## src/rtl/prm_edge_mask_accum.sv

```systemverilog
// Frame-level collision accumulator: feeds voxel codes to the PRM checker bank and ORs the
// returned per-edge masks into a sticky blocked-edge vector presented once per frame.
//
// state | meaning
// ACCUM | accepting voxels, one per cycle
// FINAL | last voxel's mask in flight, capture result registers
// OUT   | result held for the planner until res_ready
module prm_edge_mask_accum #(
    parameter int NUM_EDGES = 64,
    parameter int CODE_W    = 15,
    parameter int CNT_W     = 16
) (
    input  logic                 clk,
    input  logic                 rst,
    input  logic                 vox_valid,
    input  logic [CODE_W-1:0]    vox_code,
    input  logic                 vox_last,
    output logic                 vox_ready,
    output logic [CODE_W-1:0]    chk_code,
    input  logic [NUM_EDGES-1:0] chk_mask,
    output logic                 res_valid,
    output logic [NUM_EDGES-1:0] res_mask,
    output logic [CNT_W-1:0]     res_count,
    input  logic                 res_ready
);

    typedef enum logic [1:0] {
        ST_ACCUM = 2'd0,
        ST_FINAL = 2'd1,
        ST_OUT   = 2'd2
    } state_t;

    state_t                 state_q, state_d;
    logic [CODE_W-1:0]      chk_code_q, chk_code_d;
    logic                   stage_v_q, stage_v_d;
    logic                   stage_last_q, stage_last_d;
    logic [NUM_EDGES-1:0]   acc_q, acc_d;
    logic [CNT_W-1:0]       cnt_q, cnt_d;
    logic                   res_valid_q, res_valid_d;
    logic [NUM_EDGES-1:0]   res_mask_q, res_mask_d;
    logic [CNT_W-1:0]       res_count_q, res_count_d;
    logic                   vox_accept;

    always_comb begin
        state_d      = state_q;
        chk_code_d   = chk_code_q;
        stage_v_d    = 1'b0;
        stage_last_d = stage_last_q;
        acc_d        = acc_q;
        cnt_d        = cnt_q;
        res_valid_d  = res_valid_q;
        res_mask_d   = res_mask_q;
        res_count_d  = res_count_q;

        vox_ready  = (state_q == ST_ACCUM);
        vox_accept = vox_valid & vox_ready;

        if (stage_v_q) begin
            acc_d = acc_q | chk_mask;
        end

        if (vox_accept) begin
            chk_code_d   = vox_code;
            stage_v_d    = 1'b1;
            stage_last_d = vox_last;
            // Saturate rather than wrap so huge frames still report a sane count.
            cnt_d        = (&cnt_q) ? cnt_q : cnt_q + CNT_W'(1);
        end

        case (state_q)
            ST_ACCUM: begin
                if (vox_accept && vox_last) begin
                    state_d = ST_FINAL;
                end
            end
            ST_FINAL: begin
                if (stage_v_q && stage_last_q) begin
                    res_mask_d  = acc_q | chk_mask;
                    res_count_d = cnt_q;
                    state_d     = ST_OUT;
                end else begin
                    state_d = ST_ACCUM;
                end
            end
            ST_OUT: begin
                // Valid rises one cycle after the result registers load, so the planner
                // only ever sees settled registered values.
                if (!res_valid_q) begin
                    res_valid_d = 1'b1;
                end else if (res_ready) begin
                    res_valid_d = 1'b0;
                    acc_d       = '0;
                    cnt_d       = '0;
                    stage_v_d   = 1'b0;
                    state_d     = ST_ACCUM;
                end
            end
            default: begin
                state_d = ST_ACCUM;
            end
        endcase
    end

    always_ff @(posedge clk) begin
        if (rst) begin
            state_q      <= ST_ACCUM;
            chk_code_q   <= '0;
            stage_v_q    <= 1'b0;
            stage_last_q <= 1'b0;
            acc_q        <= '0;
            cnt_q        <= '0;
            res_valid_q  <= 1'b0;
            res_mask_q   <= '0;
            res_count_q  <= '0;
        end else begin
            state_q      <= state_d;
            chk_code_q   <= chk_code_d;
            stage_v_q    <= stage_v_d;
            stage_last_q <= stage_last_d;
            acc_q        <= acc_d;
            cnt_q        <= cnt_d;
            res_valid_q  <= res_valid_d;
            res_mask_q   <= res_mask_d;
            res_count_q  <= res_count_d;
        end
    end

    assign chk_code  = chk_code_q;
    assign res_valid = res_valid_q;
    assign res_mask  = res_mask_q;
    assign res_count = res_count_q;

endmodule

```

## config.mk

```make
export PLATFORM = sky130hd
export DESIGN_NAME = prm_edge_mask_accum
export DESIGN_NICKNAME = d
export VERILOG_FILES = /design/src/rtl/prm_edge_mask_accum.sv
export SDC_FILE = /design/constraint.sdc
export NUM_CORES = 1
export LEC_CHECK = 0
export ABC_AREA = 1
export BUFFER_PORTS_ARGS = -buffer_cell sky130_fd_sc_hd__buf_2
export CAP_MARGIN = 25
export CELL_PAD_IN_SITES_DETAIL_PLACEMENT = 0
export CELL_PAD_IN_SITES_GLOBAL_PLACEMENT = 1
export CORE_MARGIN = 2
export CORE_UTILIZATION = 27
export DETAILED_ROUTE_END_ITERATION = 8
export MAX_ROUTING_LAYER = met4
export PLACE_DENSITY_LB_ADDON = 0.1
export RECOVER_POWER = 50
export SETUP_SLACK_MARGIN = 0.5
export SYNTH_ARGS = -nofsm -noshare
export SYNTH_HDL_FRONTEND = slang
export SYNTH_SLANG_ARGS = --single-unit
```

## constraint.sdc

```tcl
create_clock -name clk -period 1.26 [get_ports clk]
set_input_delay 0.126 -clock clk [delete_from_list [all_inputs] [get_ports clk]]
set_output_delay 0.126 -clock clk [all_outputs]
set_load 0.01 [all_outputs]
```

== After elaboration in Yosys (flattened, before gate mapping) ==
Cells that the tools add are included.

* Memory bits (read-only): 0
* Register bits: 180
* Logic and storage cells: 43
* Memory bits (writable): 0
* Memories kept: 0
* Latch bits: 0

* Equal/unequal tests: 5
* Add/sub/neg operators: 1
* Bitwise operators: 2
* Reductions and logical operators: 6
* Multiplexer cells: 20
* Shifts and indexed selects: 0
* Magnitude comparators: 0
* Multipliers: 0
* Divide/modulo/power cells: 0

{| class="wikitable"
|+ Operators with widths
! kind !! count
|-
| $mux 64 || 4
|-
| $mux 16 || 5
|-
| $or 64x64->64 || 1
|-
| $add 16x1->16 const B || 1
|-
| $reduce_and 16->1 || 1
|-
| $mux 2 || 4
|-
| $mux 1 || 6
|-
| $pmux 2 s3 || 1
|-
| $ne 2x2->1 const B || 2
|-
| $reduce_and 3->1 || 1
|-
| $eq 2x1->1 const B || 1
|-
| $eq 2x2->1 const B || 1
|-
| $logic_and 1x1->1 || 2
|-
| $logic_not 2->1 || 1
|-
| $ne 2x1->1 const B || 1
|-
| $reduce_and 2->1 || 1
|-
| $and 1x1->1 || 1
|}

== Longest topological paths before layout ==
* Depth after elaboration: 6
* Gate-level depth with buffers: 11

== Worst setup path before layout ==
Ideal clock, no wire load.

* Path type: register to register
* From: register cnt_q[0]
* To: register cnt_q[11]
* Arrival: 1.269 ns
* Period minus slack after synthesis: 1.381 ns
* Cell stages (with the launch flop): 11
* Buffers on the path: 1
* Data required time: 1.147 ns
* Setup slack: -0.121 ns
* Cells stage by stage: dfxtp_1 -> ha_1 -> nand3_1 -> inv_2 -> nand2_2 -> nor2_4 -> nor2_1 -> buf_6 -> nand2_1 -> nor2_1 -> nor2_1

* Longest elaborated chain between the ends: 6
* Elaborated cells between the ends (all ways): 7
* Classes of those cells: 1 x add/sub; 5 x mux; 1 x reduce/logical

{| class="wikitable"
|+ Ends and longest elaborated chain
! element !! line !! source
|-
| from (decl) || 38 || <nowiki>logic [CNT_W-1:0] cnt_q, cnt_d;</nowiki>
|-
| from (signal assigned) || 121 || <nowiki>cnt_q <= cnt_d;</nowiki>
|-
| $add 16x1->16 / $reduce_and 16->1 (equally long branches) || 67 || <nowiki>cnt_d = (&cnt_q) ? cnt_q : cnt_q + CNT_W'(1);</nowiki>
|-
| $mux 16 * || 67 ||
|-
| $mux 16 * || 62 || <nowiki>if (vox_accept) begin</nowiki>
|-
| $mux 16 || 90 || <nowiki>end else if (res_ready) begin</nowiki>
|-
| $mux 16 || 88 || <nowiki>if (!res_valid_q) begin</nowiki>
|-
| $mux 16 * || 70 || <nowiki>case (state_q)</nowiki>
|}

Every way passes the cells marked *; elsewhere a longest branch is shown, timed or not.
A chain may end at the register's enable or synchronous reset.

== Final worst setup path ==
* From: register state_q[1]
* To: register res_mask_q[62] (netlist: res_mask[62])

* Longest elaborated chain between the ends: 2

{| class="wikitable"
|+ Ends and longest elaborated chain
! element !! line !! source
|-
| from (decl) || 33 || <nowiki>state_t state_q, state_d;</nowiki>
|-
| from (signal assigned) || 116 || <nowiki>state_q <= state_d;</nowiki>
|-
| $eq 2x1->1 || 70 ||
|-
| $reduce_and 2->1 (no source line) || n/a ||
|-
| to (signal assigned) || 123 || <nowiki>res_mask_q <= res_mask_d;</nowiki>
|-
| to (decl) || 40 || <nowiki>logic [NUM_EDGES-1:0] res_mask_q, res_mask_d;</nowiki>
|}

No other way between the ends.

==> results.md <==
* Wire length per cell at 16.5 um
* First-pass GRT wire length at 34400 um
* Switch share at 26.9%
* Failing checks: negative setup slack
* Worst Tran Pin Value at 363 ps
* Pre-CTS WS at -78.5 ps
* Slew HR at 75.8%
* Initial antenna violation count at 1
* Maxcap violations at 0
* Clk pwr share at 41.8%
* Number of distinct library cells after synthesis at 25
* Pin count of the biggest net entering global routing at 65
* RePlAce Congestion at 0.773
* Fin cells at 1498
* Synth Warn # at 0
* Top_reg_cell synth: dfxtp_1
* FFs w/ async S/R, synth at 0%
* Initial core utilization at 27.3%
* Final Power at 0.0126 W
* Tmin final at 1320 ps
* Vias in the first global route at 6412
* Status: complete, but fails checks
* Drc violations at 0
* Critical path type: register to register
* Setup crit end kind: register
* Synth Cell Area at 6360 um2
* Final WL at 24700 um
* CTS sink cnt at 180
* R2r startpoint: state_q[1]
* Final worst slack at -62.0 ps
* Die footprint at 24800 um2
* #FFs+latches synth at 180
* Internal at 0.00924 W
* Die height at 158 um
* CP Capture Point: res_mask[62]
* Worst min-delay path class: input pin to register
* Switch Pwr at 0.00340 W
* P_leak at 5.36 nW
* Tcrit/Tclk final at 105%
* Clock Skew at 16.4 ps
* Post-layout net count at 1250
* CTS tree: done
* Seq/Total Area, Yosys at 56.6%
* Combinational share of power at 11.1%
* Clk buf depth at 2
* Largest area contributor in the netlist: dfxtp_1
* Top achievable clock speed at 756 MHz
* Worst ir drop on vdd at 0.000712 V
* Worst reg2reg setup slack at -60 ps
* PortBufs at 180
* Cell Rows at 56
* Synth Instances at 793
* Area delta synth->final at 99.3%
* Ports at 181
* Layout fillers at 2105
* Die X at 158 um
* WP data required at 1640 ps
* RSZ-0062 raised after global routing: yes
* Top cells by area, synth: dfxtp_1, nor2_1, o21ai_0, a21oi_1, nor3_1
* All-Layer GR Usage at 18.5%
* Reg-to-Reg End: res_mask[62]
* Number of flops mapped to enable cells by yosys at 0
* Setup crit start kind: register
* Placed Cells at 1301
* Clk Latency, worst-skew pair at 440 ps
* R2R depth at 8
* Core ar. at 23300 um2
* Clock transition at the registers of the reported paths at 70 ps
* Max FO, Critical Path at 5
* Synth top area share at 56.6%
* Most frequent cells in the layout: dfxtp_1, buf_6, nor2_1
* Sequential share of power at 47.2%
* Vias at 6805
* Final ANT Viol Nets at 0
* DRT iter0 DRCs at 268
* Share of post-route cells with drive strength above 1 at 56.0%
* Vias per std cell at 4.54
* Hpwl dp at 12300 um
* Final Hold Viols at 0
* Detailed Routing Iterations Pass 1 at 4
* Hold Slack at 25.3 ps
* Final setup viols at 118
* TritonCTS Buffers at 17
* Clk root buf: clkbuf_16
* Syn_nets at 878
* H-tree depth at 4
* Grt total ovfl at 0
* Leading cell type in the layout, fill and taps excluded: dfxtp_1
* Mean post-synth cell area at 8.03 um2
* Worst setup path startpoint: state_q[1]
* Worst Path Arrival at 1700 ps
* Max Slew Vio Count at 0
* P per Cell Area at 996 nW/um2
## cells in the mapped netlist (2+ instances only)
library cell,count
dfxtp_1,180
nor2_1,169
nand2_1,84
o21ai_0,81
a21oi_1,80
nor3_1,65
nand3_1,36
inv_1,27
clkbuf_1,21
buf_2,18
nor2_2,5
inv_2,4
buf_1,3
nand2_2,3
nand4_1,3
nor2_4,3
buf_4,2
nand3b_1,2
## metal layers
layer	track usage, %	part of all wire [%]
met4	3.85	1.1
met1	25.2	48
met5	-	0
met2	28.1	47
met3	4.38	4.3
## power by group through the flow
| stage | registers, W | logic, W | clock network [W] |
|---|---|---|---|
| finish | 0.00596 | 0.00140 | 0.00528 |
| global route | 0.00598 | 0.00151 | 0.00569 |
| CTS | 0.00595 | 0.00115 | 0.00543 |
| detailed placement | 0.00606 | 0.000745 | 0 |
| global placement | 0.00606 | 0.000746 | 0 |
| floorplan | 0.00607 | 0.000354 | 0 |
## critical path, cell delays in order, from the launching register on
cell,delay (ps)
dfxtp_4,360
inv_4,70
nand4_4,160
inv_8,120
buf_6,110
buf_12,140
clkbuf_16,170
o21ai_2,50
nor2_1,80
## logic make-up (layout without fill, tap and decap cells)
group                    count (synthesis)  in the layout  share of synthesized area [%]
AO/OA/AOI/OAI                          164            164                           13.1
adder cells (fa/ha/maj)                  1              1                          0.197
buffers and inverters                   76            461                           5.07
flip-flops                             180            180                           56.6
other                                    0              1                              0
AND/OR/NAND/NOR                        372            372                           25.1
## sequential cells by signal (all words and copies together), names as in the netlist
name,count
acc_q,64
res_mask,64
cnt_q,16
res_count,16
chk_code,15
state_q,2
res_valid,1
stage_last_q,1
stage_v_q,1
## per-stage QoR
| step | instance area [um2] | TNS (ps) | util [%] |
|---|---|---|---|
| floorplan | 6490 | 0 | - |
| global placement | 8070 | -312 | 34.6 |
| detailed placement | 8070 | -275 | 34.6 |
| CTS | 11100 | -834 | 47.8 |
| global route | 12700 | -11190 | 54.4 |
| finish | 12700 | -2440 | 54.4 |
## cell type report
class                           instances  area, um2  share of cell area, %
Timing Repair Buffer                  398       4230                   33.3
Sequential cell                       180       3700                   29.2
Multi-Input combinational cell        537       3640                   28.7
Clock buffer                           18        439                   3.46
Tap cell                              319        399                   3.15
Clock inverter                         14        141                   1.11
Inverter                               31        136                   1.07
Antenna cell                            1       2.50                 0.0197
## timing repair
item,4_1_cts,5_1_grt
hold buffers,80,0
pin swaps,17,60
hold endpoints to repair,144,0
gates cloned,13,17
resized for setup,355,282
buffers inserted,29,25
endpoints found under the setup margin,277,277
## worst min path at each step
| stage | start | end | depth (start not counted) |
|---|---|---|---|
| 2_1_floorplan | rst | state_q[1] | 1 |
| 4_1_cts | rst | state_q[0] | 2 |
| 6_report | rst | stage_last_q | 2 |
| 5_1_grt | rst | stage_last_q | 2 |
| 3_3_place_gp | vox_code[6] | chk_code[6] | 3 |
| 3_5_place_dp | vox_code[9] | chk_code[9] | 3 |
Power figures use the tool's default switching activity.
